**config.mk**
```make
export PLATFORM = sky130hd
export DESIGN_NAME = ysyx_22050550_div_ctrl
export DESIGN_NICKNAME = d
export VERILOG_FILES = /design/src/rtl/ysyx_22050550_div_ctrl.sv
export SDC_FILE = /design/constraint.sdc
export NUM_CORES = 1
export LEC_CHECK = 0
export ABC_AREA = 0
export BUFFER_PORTS_ARGS = -buffer_cell sky130_fd_sc_hd__buf_2
export CORE_AREA = 2 2 182 184
export DETAILED_ROUTE_END_ITERATION = 8
export DIE_AREA = 0 0 184 186
export HOLD_SLACK_MARGIN = 0.15
export MAX_ROUTING_LAYER = met4
export PLACE_DENSITY = 0.63
export SYNTH_ARGS = -nofsm -noshare
export SYNTH_HDL_FRONTEND = slang
export SYNTH_SLANG_ARGS = --single-unit
```
**constraint.sdc**
```tcl
create_clock -name clock -period 8.3 [get_ports clock]
set_input_delay 1.66 -clock clock [delete_from_list [all_inputs] [get_ports clock]]
set_output_delay 1.66 -clock clock [all_outputs]
set_load 0.05 [all_outputs]
```
**src/rtl/ysyx_22050550_div_ctrl.sv**
```systemverilog
// Divide-op sequencer between the EXU/WBU handshakes and a multi-cycle divider.
// Define YSYX_22050550_DIV_BYPASS_EN to resolve zero-divisor and signed-overflow ops without the divider.
module ysyx_22050550_div_ctrl (
  input  logic        clock,
  input  logic        reset,
  input  logic        in_valid,
  output logic        in_ready,
  input  logic [2:0]  in_op,
  input  logic [63:0] in_src1,
  input  logic [63:0] in_src2,
  input  logic        flush,
  output logic        out_valid,
  input  logic        out_ready,
  output logic [63:0] out_data,
  output logic        div_valid,
  output logic        div_flush,
  output logic        div_w,
  output logic [1:0]  div_signed,
  output logic [63:0] div_dividend,
  output logic [63:0] div_divisor,
  input  logic        div_ready,
  input  logic        div_out_valid,
  input  logic [63:0] div_quotient,
  input  logic [63:0] div_remainder
);

  typedef enum logic [1:0] {IDLE, WAIT, DONE, KILL} state_t;

  state_t      state;
  logic [2:0]  op_q;
  logic [63:0] src1_q, src2_q;
  logic [63:0] src1_ext, src2_ext;
  logic [63:0] div_res, div_res_fin;
  logic [63:0] by_res;
  logic        bypass;
  logic        accept;

  function automatic logic [63:0] ext32(input logic [31:0] v, input logic zext);
    return zext ? {32'h0, v} : {{32{v[31]}}, v};
  endfunction

  assign src1_ext = in_op[2] ? ext32(in_src1[31:0], in_op[0]) : in_src1;
  assign src2_ext = in_op[2] ? ext32(in_src2[31:0], in_op[0]) : in_src2;

`ifdef YSYX_22050550_DIV_BYPASS_EN
  logic        by_zero, by_ovf;
  logic [63:0] by_raw;
  // Operands are already extended, so a 64-bit compare covers both widths.
  assign by_zero = (src2_ext == 64'd0);
  assign by_ovf  = !in_op[0] && (src2_ext == {64{1'b1}}) &&
                   (in_op[2] ? (src1_ext == 64'hFFFF_FFFF_8000_0000)
                             : (src1_ext == 64'h8000_0000_0000_0000));
  assign bypass  = by_zero || by_ovf;
  assign by_raw  = in_op[1] ? (by_zero ? src1_ext : 64'd0)
                            : (by_zero ? {64{1'b1}} : src1_ext);
  assign by_res  = in_op[2] ? ext32(by_raw[31:0], 1'b0) : by_raw;
`else
  assign bypass = 1'b0;
  assign by_res = 64'd0;
`endif

  assign in_ready  = (state == IDLE) && !flush;
  assign accept    = in_valid && in_ready;
  assign out_valid = (state == DONE);
  // Flush is only meaningful while the divider is busy with our op.
  assign div_flush = (state == KILL) && !div_ready;
  assign div_valid = (state == WAIT) || div_flush;

  assign div_w        = op_q[2];
  assign div_signed   = op_q[0] ? 2'b00 : 2'b11;
  assign div_dividend = src1_q;
  assign div_divisor  = src2_q;

  assign div_res     = op_q[1] ? div_remainder : div_quotient;
  assign div_res_fin = op_q[2] ? ext32(div_res[31:0], 1'b0) : div_res;

  always_ff @(posedge clock or posedge reset) begin
    if (reset) begin
      state    <= IDLE;
      op_q     <= 3'b000;
      src1_q   <= 64'd0;
      src2_q   <= 64'd0;
      out_data <= 64'd0;
    end else begin
      case (state)
        IDLE: begin
          if (accept) begin
            op_q   <= in_op;
            src1_q <= src1_ext;
            src2_q <= src2_ext;
            if (bypass) begin
              out_data <= by_res;
              state    <= DONE;
            end else begin
              state <= WAIT;
            end
          end
        end
        WAIT: begin
          // A result arriving with flush is dropped; the divider is already idle.
          if (flush) begin
            state <= div_out_valid ? IDLE : KILL;
          end else if (div_out_valid) begin
            out_data <= div_res_fin;
            state    <= DONE;
          end
        end
        DONE: begin
          if (flush || out_ready) state <= IDLE;
        end
        KILL:    state <= IDLE;
        default: state <= IDLE;
      endcase
    end
  end

endmodule

```
# [After elaboration in Yosys (flattened, before gate mapping)]
# Index checks and enable logic that the tools add are counted.
# W data, S select, Z words.
[totals] input_bits=266 output_inout_bits=199 word_cells=36 register_bits=197
[op_classes] bitwise=1 n_reduce_logical=11 n_mux=13 eq_ne=6
[op_table] operator="$mux W64" n=6
[op_table] operator="$mux W2" n=6
[op_table] operator="$pmux W2 S4" n=1
[op_table] operator="$reduce_and A3 Y1" n=2
[op_table] operator="$eq A2 B2 Y1 const B" n=2
[op_table] operator="$logic_and A1 B1 Y1" n=3
[op_table] operator="$ne A3 B3 Y1 const B" n=1
[op_table] operator="$eq A2 B1 Y1 const B" n=1
[op_table] operator="$logic_not A1 Y1" n=2
[op_table] operator="$logic_not A2 Y1" n=1
[op_table] operator="$logic_or A1 B1 Y1" n=2
[op_table] operator="$ne A2 B1 Y1 const B" n=1
[op_table] operator="$ne A2 B2 Y1 const B" n=1
[op_table] operator="$reduce_and A2 Y1" n=1
[op_table] operator="$not A1 Y1" n=1

# [Logic depth before layout (Yosys ltp)]
# Gate-level depths: netlist of run 1.
[depth] depth_word=5 depth_mapped=6 mapped_depth_nobuf=3

# [Worst setup path before layout of run 1]
# No wires, ideal clock.
[synth_path] path_kind="input to output" from="in div_ready" to="out div_valid" required_time_ns=6.640 arrival_time_ns=2.796 cell_stages=1 slack_ns=3.844 path_cell_list="a21boi_0"
[synth_between] elab_chain_cells=3
[synth_rtl] item="start: declaration" line="21" rtl="input logic div_ready,"
[synth_rtl] item="$logic_not A1 Y1" line="66" rtl="assign div_flush = (state == KILL) && !div_ready;"
[synth_rtl] item="$logic_and A1 B1 Y1" line="66"
[synth_rtl] item="$logic_or A1 B1 Y1" line="67" rtl="assign div_valid = (state == WAIT) || div_flush;"
[synth_rtl] item="end: declaration" line="15" rtl="output logic div_valid,"
# Every way passes these cells.

# [Final worst setup path of run 1]
[layout_path] from="in flush" to="out in_ready"
[layout_between] elab_chain_cells=2
[layout_rtl] item="start: declaration" line="11" rtl="input logic flush,"
[layout_rtl] item="$logic_not A1 Y1" line="62" rtl="assign in_ready = (state == IDLE) && !flush;"
[layout_rtl] item="$logic_and A1 B1 Y1" line="62"
[layout_rtl] item="end: declaration" line="7" rtl="output logic in_ready,"
# Every way passes these cells.

==> results of run 1 <==
[state kept, by name, indices dropped and copies added, names as in the netlist]
name	count
div_dividend	64
div_divisor	64
out_data	64
op_q	3
state	2
[cell usage in the layout, fill, tap and decap left out, drive strengths merged, types with 2 or more instances in the layout]
| master | count |
|---|---|
| a21oi | 160 |
| a31oi | 32 |
| and3b | 2 |
| buf | 471 |
| clkbuf | 17 |
| clkinv | 5 |
| dfrtp | 197 |
| inv | 13 |
| mux2 | 68 |
| mux2i | 63 |
| nand2 | 3 |
| nor2 | 130 |
| or2 | 32 |
[worst max-delay path: stages]
cell and delay, ns:
buf_2 0.16, nor3_1 0.19, buf_2 0.31
[cells in the mapped netlist (all sizes together)]
library cell  instances  area [um2]
a31oi                32       200.2
o41ai                 1       8.760
nand3                 1       5.000
o21ai                 1       5.000
inv                   5       18.76
or2                  32       200.2
nand2                 3       11.26
nor4b                 1       23.77
buf                  44       224.0
nor2                130       488.0
xor2                  1       8.760
clkbuf               20       75.07
nor3                  1       5.000
mux2                 68       765.7
mux2i                63       630.6
dfrtp               197        4930
nor3b                 1       7.510
a21boi                1       7.510
nor4bb                1       10.01
and3b                 2       17.52
a21oi               160       800.8
[power groups by stage]
stage,sequential [mW],combinational (mW),clock [mW]
2_1_floorplan,2.81,0.595,0
3_3_place_gp,1.58,2.42,0
3_5_place_dp,1.59,2.45,0
4_1_cts,1.58,2.44,0.881
5_1_grt,1.63,2.55,0.922
6_report,1.58,2.42,0.850
[cells by family (layout without fill, tap and decap cells)]
group	after synthesis	count (layout)	share of synthesized area (%)
xor gates and xnor gates	1	1	0.1038
DFF	197	197	58.39
buffers and inverters	69	508	3.764
AOI/OAI and AO/OA	195	195	12.11
other	0	1	0
and+or+nand+nor	172	172	9.099
muxes	131	131	16.54
[per-layer routing]
metal  part of all wire, %  global-route usage (%)
met4                   2.0                   5.984
met3                   8.1                   4.265
met5                     0                       -
met2                    49                   23.97
met1                    41                   17.24
[layout make-up]
class / count / area, um2
diodes: 1 / 2.502
multi-input cells: 499 / 3211
well taps: 408 / 510.5
inverters: 5 / 26.28
clock inverters: 15 / 178.9
fillers: 3247 / 20530
repair buffers: 471 / 2387
flip-flops and latches: 197 / 4933
clock buffers: 17 / 425.4
[worst paths after layout]
| kind | startpoint | endpoint | slack [ns] | cells after the start |
|---|---|---|---|---|
| worst max-delay path | flush | in_ready | 4.32 | 3 |
| worst min-delay path | div_dividend[4]$_DFFE_PP0P_ | div_dividend[4]$_DFFE_PP0P_ | 0.49 | 1 |
| worst max register to register | op_q[1]$_DFFE_PP0P_ | out_data[49]$_DFFE_PP0P_ | 5.53 | 3 |
| worst min register to register | div_dividend[4]$_DFFE_PP0P_ | div_dividend[4]$_DFFE_PP0P_ | 0.49 | 1 |
| max in group asynchronous | reset | div_dividend[13]$_DFFE_PP0P_ | 5.72 | 3 |
| min in group asynchronous | reset | div_divisor[44]$_DFFE_PP0P_ | 1.24 | 2 |
[metrics by stage]
step,setup WS (ns),power [mW]
3_5_place_dp,4.295,4.038
3_3_place_gp,4.326,4.004
2_1_floorplan,1.271,3.409
4_1_cts,4.316,4.906
5_1_grt,4.291,5.106
6_report,4.322,4.847
==> impl_metrics.ini, run 1 <==
[status]
status = completed

[setup_path]
worstSetupStartpointType = input pin
crit_required_ns = 6.64
worst_setup_path_end_kind = primary output
crit_arrival_ns = 2.32
crit_fanout = 6
path_class = input pin to primary output

[drt]
drc_errors = 0
wl_per_cell_um = 15.68
num_vias = 7275
ant_nets = 0
wl_um = 25290
first_pass_iters = 5
drtIter0Drc = 216
viasPerCell = 4.510

[sta]
clock_skew_ns = 0.01240
tightest_slew_ns = 1.116
maxSlewHeadroom_pct = 25.39
finalSetupTns_ns = 0
finalHoldViolCount = 0
slew_viol_final = 0
fin_hold_ws_ns = 0.4910
finalCritPeriodShare_pct = 47.93
min_period_ns = 3.978
rsz0062_at_grt = no
finalSetupViolations = 0
fmax_ghz = 0.2514

[yosys]
synth_area_per_cell_um2 = 11.04
yosysUniqueCellTypes = 25
synth_cells = 765
yosysWarnings = 0
synth_nets = 1031
netlist_area_um2 = 8443
seq_area_frac_synth_pct = 58.39
synth-seq-cells = 197

[pwr]
power.share.clock_pct = 17.5
worst_ir_drop_vdd_mv = 0.2066
netSwitchingPower_mw = 2.474
power-per-cell-area_nw_per_um2 = 415.2
swShare_pct = 51.05
comb_power_share_pct = 50.0
p_seq_share_pct = 32.5
p_int_mw = 2.372
power_leakage_nw = 5.634

[placement]
dp_hpwl_um = 18390
place_area_um2 = 11070
gp_congestion = 0.7517
dp.cells = 1580
portBuffers = 464

[finish]
nets = 1457
final_cells = 1613
layout-drive-gt1-share_pct = 50.17
final_area_um2 = 11670
area_growth_pct = 38.28
postLayoutCoreUtil_pct = 36.25

[floorplan]
die_area_um2 = 34220
ios = 465
die_x_um = 184
rows = 66
core_um2 = 32210
dieHeight_um = 186
initial_core_util_pct = 26.22

[global_routing]
grt_pass1_wl_um = 37520
overflow = 0
grt_max_degree = 197
grt_pass1_vias = 6973
track_usage_pct = 14.76
antenna_found_initial = 3

[clocking]
cts.sinks = 197
ctsLongestPathBuffers = 2
cts_htree_levels = 4
postCtsHoldBufs = 0
post_cts_buffers = 0
cts_tree = yes
clk_latency_ns = 0.45
tritoncts.num_buffers = 17
clk_pin_slew_ns = 0.07
cts_resized = 0
cts-root-buf = clkbuf_16

[flow_run]
cap_violations = 0

[worst_hold_path]
min_path_type = flop to flop
Note: power is estimated with default switching activity, not from simulation.
==> run 2, diff against run 1 <==
Clock period 8.3 ns to 3.7 ns, I/O delays scaled along.
==> run 2 against run 1 <==
Compared with the run above: sequential share of layout area is 0.16 points lower; non-clock buffer count is 3 higher; largest cell class unchanged; sequential power is 120% higher; highest routed layer unchanged; clock skew is 0.00094 ns higher; hold slack worse by 0.055 ns.
==> impl_metrics.ini, run 2 (synthesis results as in run 1) <==
[pwr]
swShare_pct = 51.39
netSwitchingPower_mw = 5.563
p_int_mw = 5.261
power-per-cell-area_nw_per_um2 = 923.5
comb_power_share_pct = 50.6
p_seq_share_pct = 32.1
worst_ir_drop_vdd_mv = 0.3885
power.share.clock_pct = 17.2
power_leakage_nw = 5.644

[finish]
register_area_um2 = 4933
final_common_cell = buf_2
layout-drive-gt1-share_pct = 50.29
final_cells = 1617
nets = 1460
multi_input_area_um2 = 3211
area_growth_pct = 38.81
final_cell_mix = 464 x buf_2, 196 x dfrtp_1, 160 x a21oi_1
fillers = 3267

[clocking]
clk_pin_slew_ns = 0.09
cts_htree_levels = 4
cts.sinks = 197
cts_tree = yes
postCtsHoldBufs = 0
cts-root-buf = clkbuf_16
clk_latency_ns = 0.45
tritoncts.num_buffers = 17
ctsLongestPathBuffers = 2
post_cts_buffers = 0
cts_resized = 0

[drt]
num_vias = 7300
wl_per_cell_um = 15.61
drc_errors = 0
viasPerCell = 4.515
wl_um = 25230
ant_nets = 0
first_pass_iters = 5
drtIter0Drc = 310

[setup_path]
path_class = flop to primary output
cp_cell_sequence = buf_2
crit_buf_inv = 1
crit_arrival_ns = 1.80
crit_fanout = 35
critPathTopFamily = flip-flops
worstSetupStartpointType = flop
r2r_cells = 3
critPathMaxStageDelay_ns = 0.94
crit_required_ns = 2.96
crit_slowest_cell = dfrtp_1
reg2reg_slack_ns = 1.59
path_depth = 1
worst_setup_path_end_kind = primary output

[sta]
finalSetupViolations = 0
slew_viol_final = 0
clock_skew_ns = 0.01334
fmax_ghz = 0.3932
maxSlewHeadroom_pct = 39.02
finalHoldViolCount = 0
rsz0062_at_grt = no
tightest_slew_ns = 0.9146
finalCritPeriodShare_pct = 68.74
min_period_ns = 2.543
finalSetupTns_ns = 0

[placement]
dp.cells = 1583
gp_congestion = 0.8071
dp_hpwl_um = 18150
portBuffers = 464

[floorplan]
ios = 465
initial_core_util_pct = 26.22
die_area_um2 = 34220
rows = 66
core_um2 = 32210
dieHeight_um = 186
die_x_um = 184

[global_routing]
overflow = 0
grt_pass1_vias = 6902
track_usage_pct = 14.58
grt_pass1_wl_um = 37070
antenna_found_initial = 2
grt_max_degree = 166
top_usage_layer = met2
met3_usage_pct = 4.148
grt_util_met1_pct = 16.83
gr-usage-met2_pct = 23.70

[status]
status = completed

[worst_hold_path]
min_path_type = input pin to async pin

[flow_run]
cap_violations = 0
[run 2: stage by stage]
step	worst slack, ns	utilization [%]	cell area [um2]	total power, mW	hold slack (ns)
finish	1.157	36.39	11720	10.82	0.4356
global route	0.9796	36.39	11720	11.40	0.4278
CTS	1.070	36.38	11720	10.96	0.4145
detailed placement	1.308	34.58	11140	9.049	0.4744
global placement	1.356	34.58	11140	8.981	0.4686
floorplan	0.4136	-	8447	7.648	0.5439
[run 2: layout make-up]
class                   count  share of cell area, %
repair buffers            474                  20.99
clock buffers              17                  3.630
multi-input cells         499                  27.39
diodes                      2                0.04270
clock inverters            15                  1.302
well taps                 408                  4.356
inverters                   5                 0.1922
flip-flops and latches    197                  42.09
[run 2: power by group through the flow]
stage,clock network [mW],registers (mW),logic [mW]
floorplan,0,6.31,1.33
global placement,0,3.49,5.49
detailed placement,0,3.52,5.53
CTS,1.94,3.49,5.53
global route,2.03,3.60,5.76
finish,1.86,3.48,5.48
[run 2: worst reg2reg max path: stages (launching register included)]
cell and delay (ns):
dfrtp_1 0.51, nor4b_4 0.40, buf_12 0.54, mux2_2 0.55
[run 2: path summary, 6_finish.rpt]
check | start | end
setup / recovery | op_q[2]$_DFFE_PP0P_ | div_w
hold / removal | reset | div_dividend[31]$_DFFE_PP0P_
setup reg to reg | state[0]$_DFFE_PP0P_ | div_dividend[0]$_DFFE_PP0P_
hold reg to reg | div_dividend[3]$_DFFE_PP0P_ | div_dividend[3]$_DFFE_PP0P_
max in group asynchronous | reset | div_divisor[35]$_DFFE_PP0P_
min in group clock | out_ready | state[1]$_DFFE_PP0P_
[run 2: per-layer routing]
layer  part of all wire (%)  vias to the layer above  wire (um)
li1                       -                     3499          -
met1                     41                     3433      10380
met2                     48                      330      12190
met3                    8.0                       38       2014
met4                    2.6                        0        644
met5                      0                        -          0
==> run 3, diff against run 2 <==
Settings changed: ABC_AREA 0 to 1, CORE_AREA 2 2 182 184 to 2 2 178 180, DIE_AREA 0 0 184 186 to 0 0 180 182, PLACE_DENSITY 0.63 to 0.68.
Clock period 3.7 ns to 2.14 ns, I/O delays scaled along.
==> run 3 against run 2 <==
Compared with the run above: first-iteration DRC count grew 32%; cell area grew 3.5%; clock skew shrank 0.0020 ns; sequential share of layout area shrank 1.5 points; register-to-register slack lost 1.1 ns; sequential power grew 84%; wire length grew 15%; utilization grew 2.8 points; die area shrank 4.3%; largest power group unchanged; highest routed layer unchanged.
==> impl_metrics.ini, run 3 <==
[status]
status = completed

[yosys]
synthSimpleGateAreaFrac_pct = 34.79
synth_xor_xnor_area_share_pct = 0
yosysWarnings = 0
synth.most_common_cell = nand2_1
yosys-top-cells-area = dfrtp_1 56%, nand2_1 31%, o21ai_0 3.4%
synth_flop_cell = dfrtp_1
async_flop_share_pct = 100.0
synth_top_area_cell = dfrtp_1
synth_commonest_cells = 715 x nand2_1, 197 x dfrtp_1, 60 x o21ai_0, 39 x buf_2
netlist_area_um2 = 8780
synthMuxAreaShare_pct = 0
yosysUniqueCellTypes = 19
synth-seq-cells = 197
synth_top_area_share_pct = 56.15
yosys.area_share.adder_pct = 0
synth_edf_count = 0
synth_compound_area_share_pct = 4.019
synth_top_family_by_area = simple AND/OR/NAND/NOR gates
seq_area_frac_synth_pct = 56.15
synth_area_per_cell_um2 = 7.675
synth_nets = 1410
synth_cells = 1144

[finish]
final_common_cell = nand2_1
layout-drive-gt1-share_pct = 33.40
area_growth_pct = 38.19
final_cell_mix = 715 x nand2_1, 464 x buf_2, 196 x dfrtp_1
nets = 1852
final_cells = 2003

[global_routing]
grt_max_degree = 81
overflow = 0
grt_pass1_wl_um = 45940
track_usage_pct = 18.09
grt_pass1_vias = 8731
antenna_found_initial = 3

[sta]
fmax_ghz = 0.5100
finalSetupViolations = 0
clock_skew_ns = 0.01136
finalCritPeriodShare_pct = 91.62
tightest_slew_ns = 0.5959
rsz0062_at_grt = no
finalHoldViolCount = 0
min_period_ns = 1.961
slew_viol_final = 0
maxSlewHeadroom_pct = 60.23
finalSetupTns_ns = 0
setup_ws_ns = 0.1793

[drt]
num_vias = 8858
ant_nets = 0
drc_errors = 0
drtIter0Drc = 410
wl_um = 29140
first_pass_iters = 5
wl_per_cell_um = 14.55
viasPerCell = 4.422

[setup_path]
worstSetupStartpointType = flop
crit_arrival_ns = 1.53
path_class = flop to primary output
timing.rr.end = out_data[44]$_DFFE_PP0P_
crit_buf_inv = 2
r2r-start = op_q[2]$_DFFE_PP0P_
crit_end = div_flush
path_depth = 3
reg2reg_slack_ns = 0.47
critPathMaxStageDelay_ns = 0.45
crit_fanout = 5
cp_cell_sequence = inv_1 -> nor3_1 -> buf_2
critPathLaunch = state[0]$_DFFE_PP0P_
worst_setup_path_end_kind = primary output
crit_required_ns = 1.71
critPathTopFamily = flip-flops
crit_slowest_cell = dfrtp_1
r2r_cells = 6

[clocking]
cts-root-buf = clkbuf_16
cts_resized = 0
ctsLongestPathBuffers = 2
clk_pin_slew_ns = 0.08
clk_latency_ns = 0.43
tritoncts.num_buffers = 17
cts.sinks = 197
cts_htree_levels = 4
cts_tree = yes
post_cts_buffers = 0

[floorplan]
initial_core_util_pct = 28.33
core_um2 = 30990
die_area_um2 = 32760
rows = 65
dieHeight_um = 182
die_x_um = 180
ios = 465

[pwr]
comb_power_share_pct = 56.2
worst_ir_drop_vdd_mv = 0.9720
swShare_pct = 55.72
p_int_mw = 9.642
power-per-cell-area_nw_per_um2 = 1795
power_leakage_nw = 7.282
p_seq_share_pct = 29.4
netSwitchingPower_mw = 12.13
finalPower_mw = 21.78
power.share.clock_pct = 14.4

[flow_run]
cap_violations = 0

[placement]
portBuffers = 464
pre_cts_ws_ns = 0.3591
dp_hpwl_um = 21740
dp.cells = 1968
gp_congestion = 0.8838

[worst_hold_path]
min_path_type = input pin to flop
[run 3: cell count changes in the layout (fill, tap and decap cells not counted), moves of 35 or more]
cell / before / now
a21oi_1: 160 / 3
nor2_1: 130 / 36
o21ai_0: 1 / 60
mux2_2: 64 / 0
mux2i_1: 63 / 0
nand3_1: 1 / 36
nand2_1: 3 / 715
[run 3: worst min path at each step]
stage	start	endpoint	slack, ns	cells past startpoint
floorplan	op_q[0]$_DFFE_PP0P_	op_q[0]$_DFFE_PP0P_	0.45	2
global placement	reset	div_dividend[29]$_DFFE_PP0P_	0.43	2
detailed placement	reset	div_dividend[29]$_DFFE_PP0P_	0.43	2
CTS	in_src2[4]	div_divisor[4]$_DFFE_PP0P_	0.15	3
global route	in_src2[4]	div_divisor[4]$_DFFE_PP0P_	0.15	3
finish	in_src2[4]	div_divisor[4]$_DFFE_PP0P_	0.18	3
[run 3: power by group through the flow]
| stage | registers [mW] | logic, mW | clock network [mW] |
|---|---|---|---|
| CTS | 6.40 | 12.3 | 3.26 |
| detailed placement | 6.41 | 12.3 | 0 |
| global placement | 6.38 | 12.2 | 0 |
| global route | 6.61 | 13.1 | 3.43 |
| floorplan | 12.2 | 3.25 | 0 |
| finish | 6.40 | 12.2 | 3.14 |
[run 3: worst register-to-register path: stages, from the launching register on]
cell     delay [ns]
dfrtp_1        0.40
inv_1          0.45
buf_4          0.26
o21ai_0        0.08
o21ai_0        0.27
nand2_1        0.09
nand2_1        0.07
[run 3: layout make-up]
type	instances	area, um2
Antenna cell	2	5.005
Clock inverter	15	140.1
Fill cell	3210	18850
Timing Repair Buffer	493	2655
Tap cell	402	503.0
Multi-Input combinational cell	862	3413
Sequential cell	197	4931
Inverter	15	60.06
Clock buffer	17	425.4
[run 3: cells by family after synthesis]
group / Yosys count
compound gates: 70
simple gates: 792
buf+inv: 85
flops: 197
[run 3: timing repair]
item                                    in CTS  in global routing
endpoints found under the hold margin        8                  0
hold buffers                                 1                  0
endpoints found under the setup margin       0                  0
[run 3: per-layer routing]
layer,part of all wire [%],global-route usage [%],wire length [um]
met5,0,-,0
met4,2.7,6.862,790
met3,7.2,4.533,2093
met2,48,29.84,14040
met1,42,21.33,12220
[run 3: stage by stage]
stage / hold slack [ns] / utilization [%] / area [um2]
2_1_floorplan: 0.4530 / - / 8783
3_3_place_gp: 0.4273 / 37.28 / 11550
3_5_place_dp: 0.4295 / 37.28 / 11550
4_1_cts: 0.1510 / 39.14 / 12130
5_1_grt: 0.1509 / 39.16 / 12130
6_report: 0.1817 / 39.16 / 12130
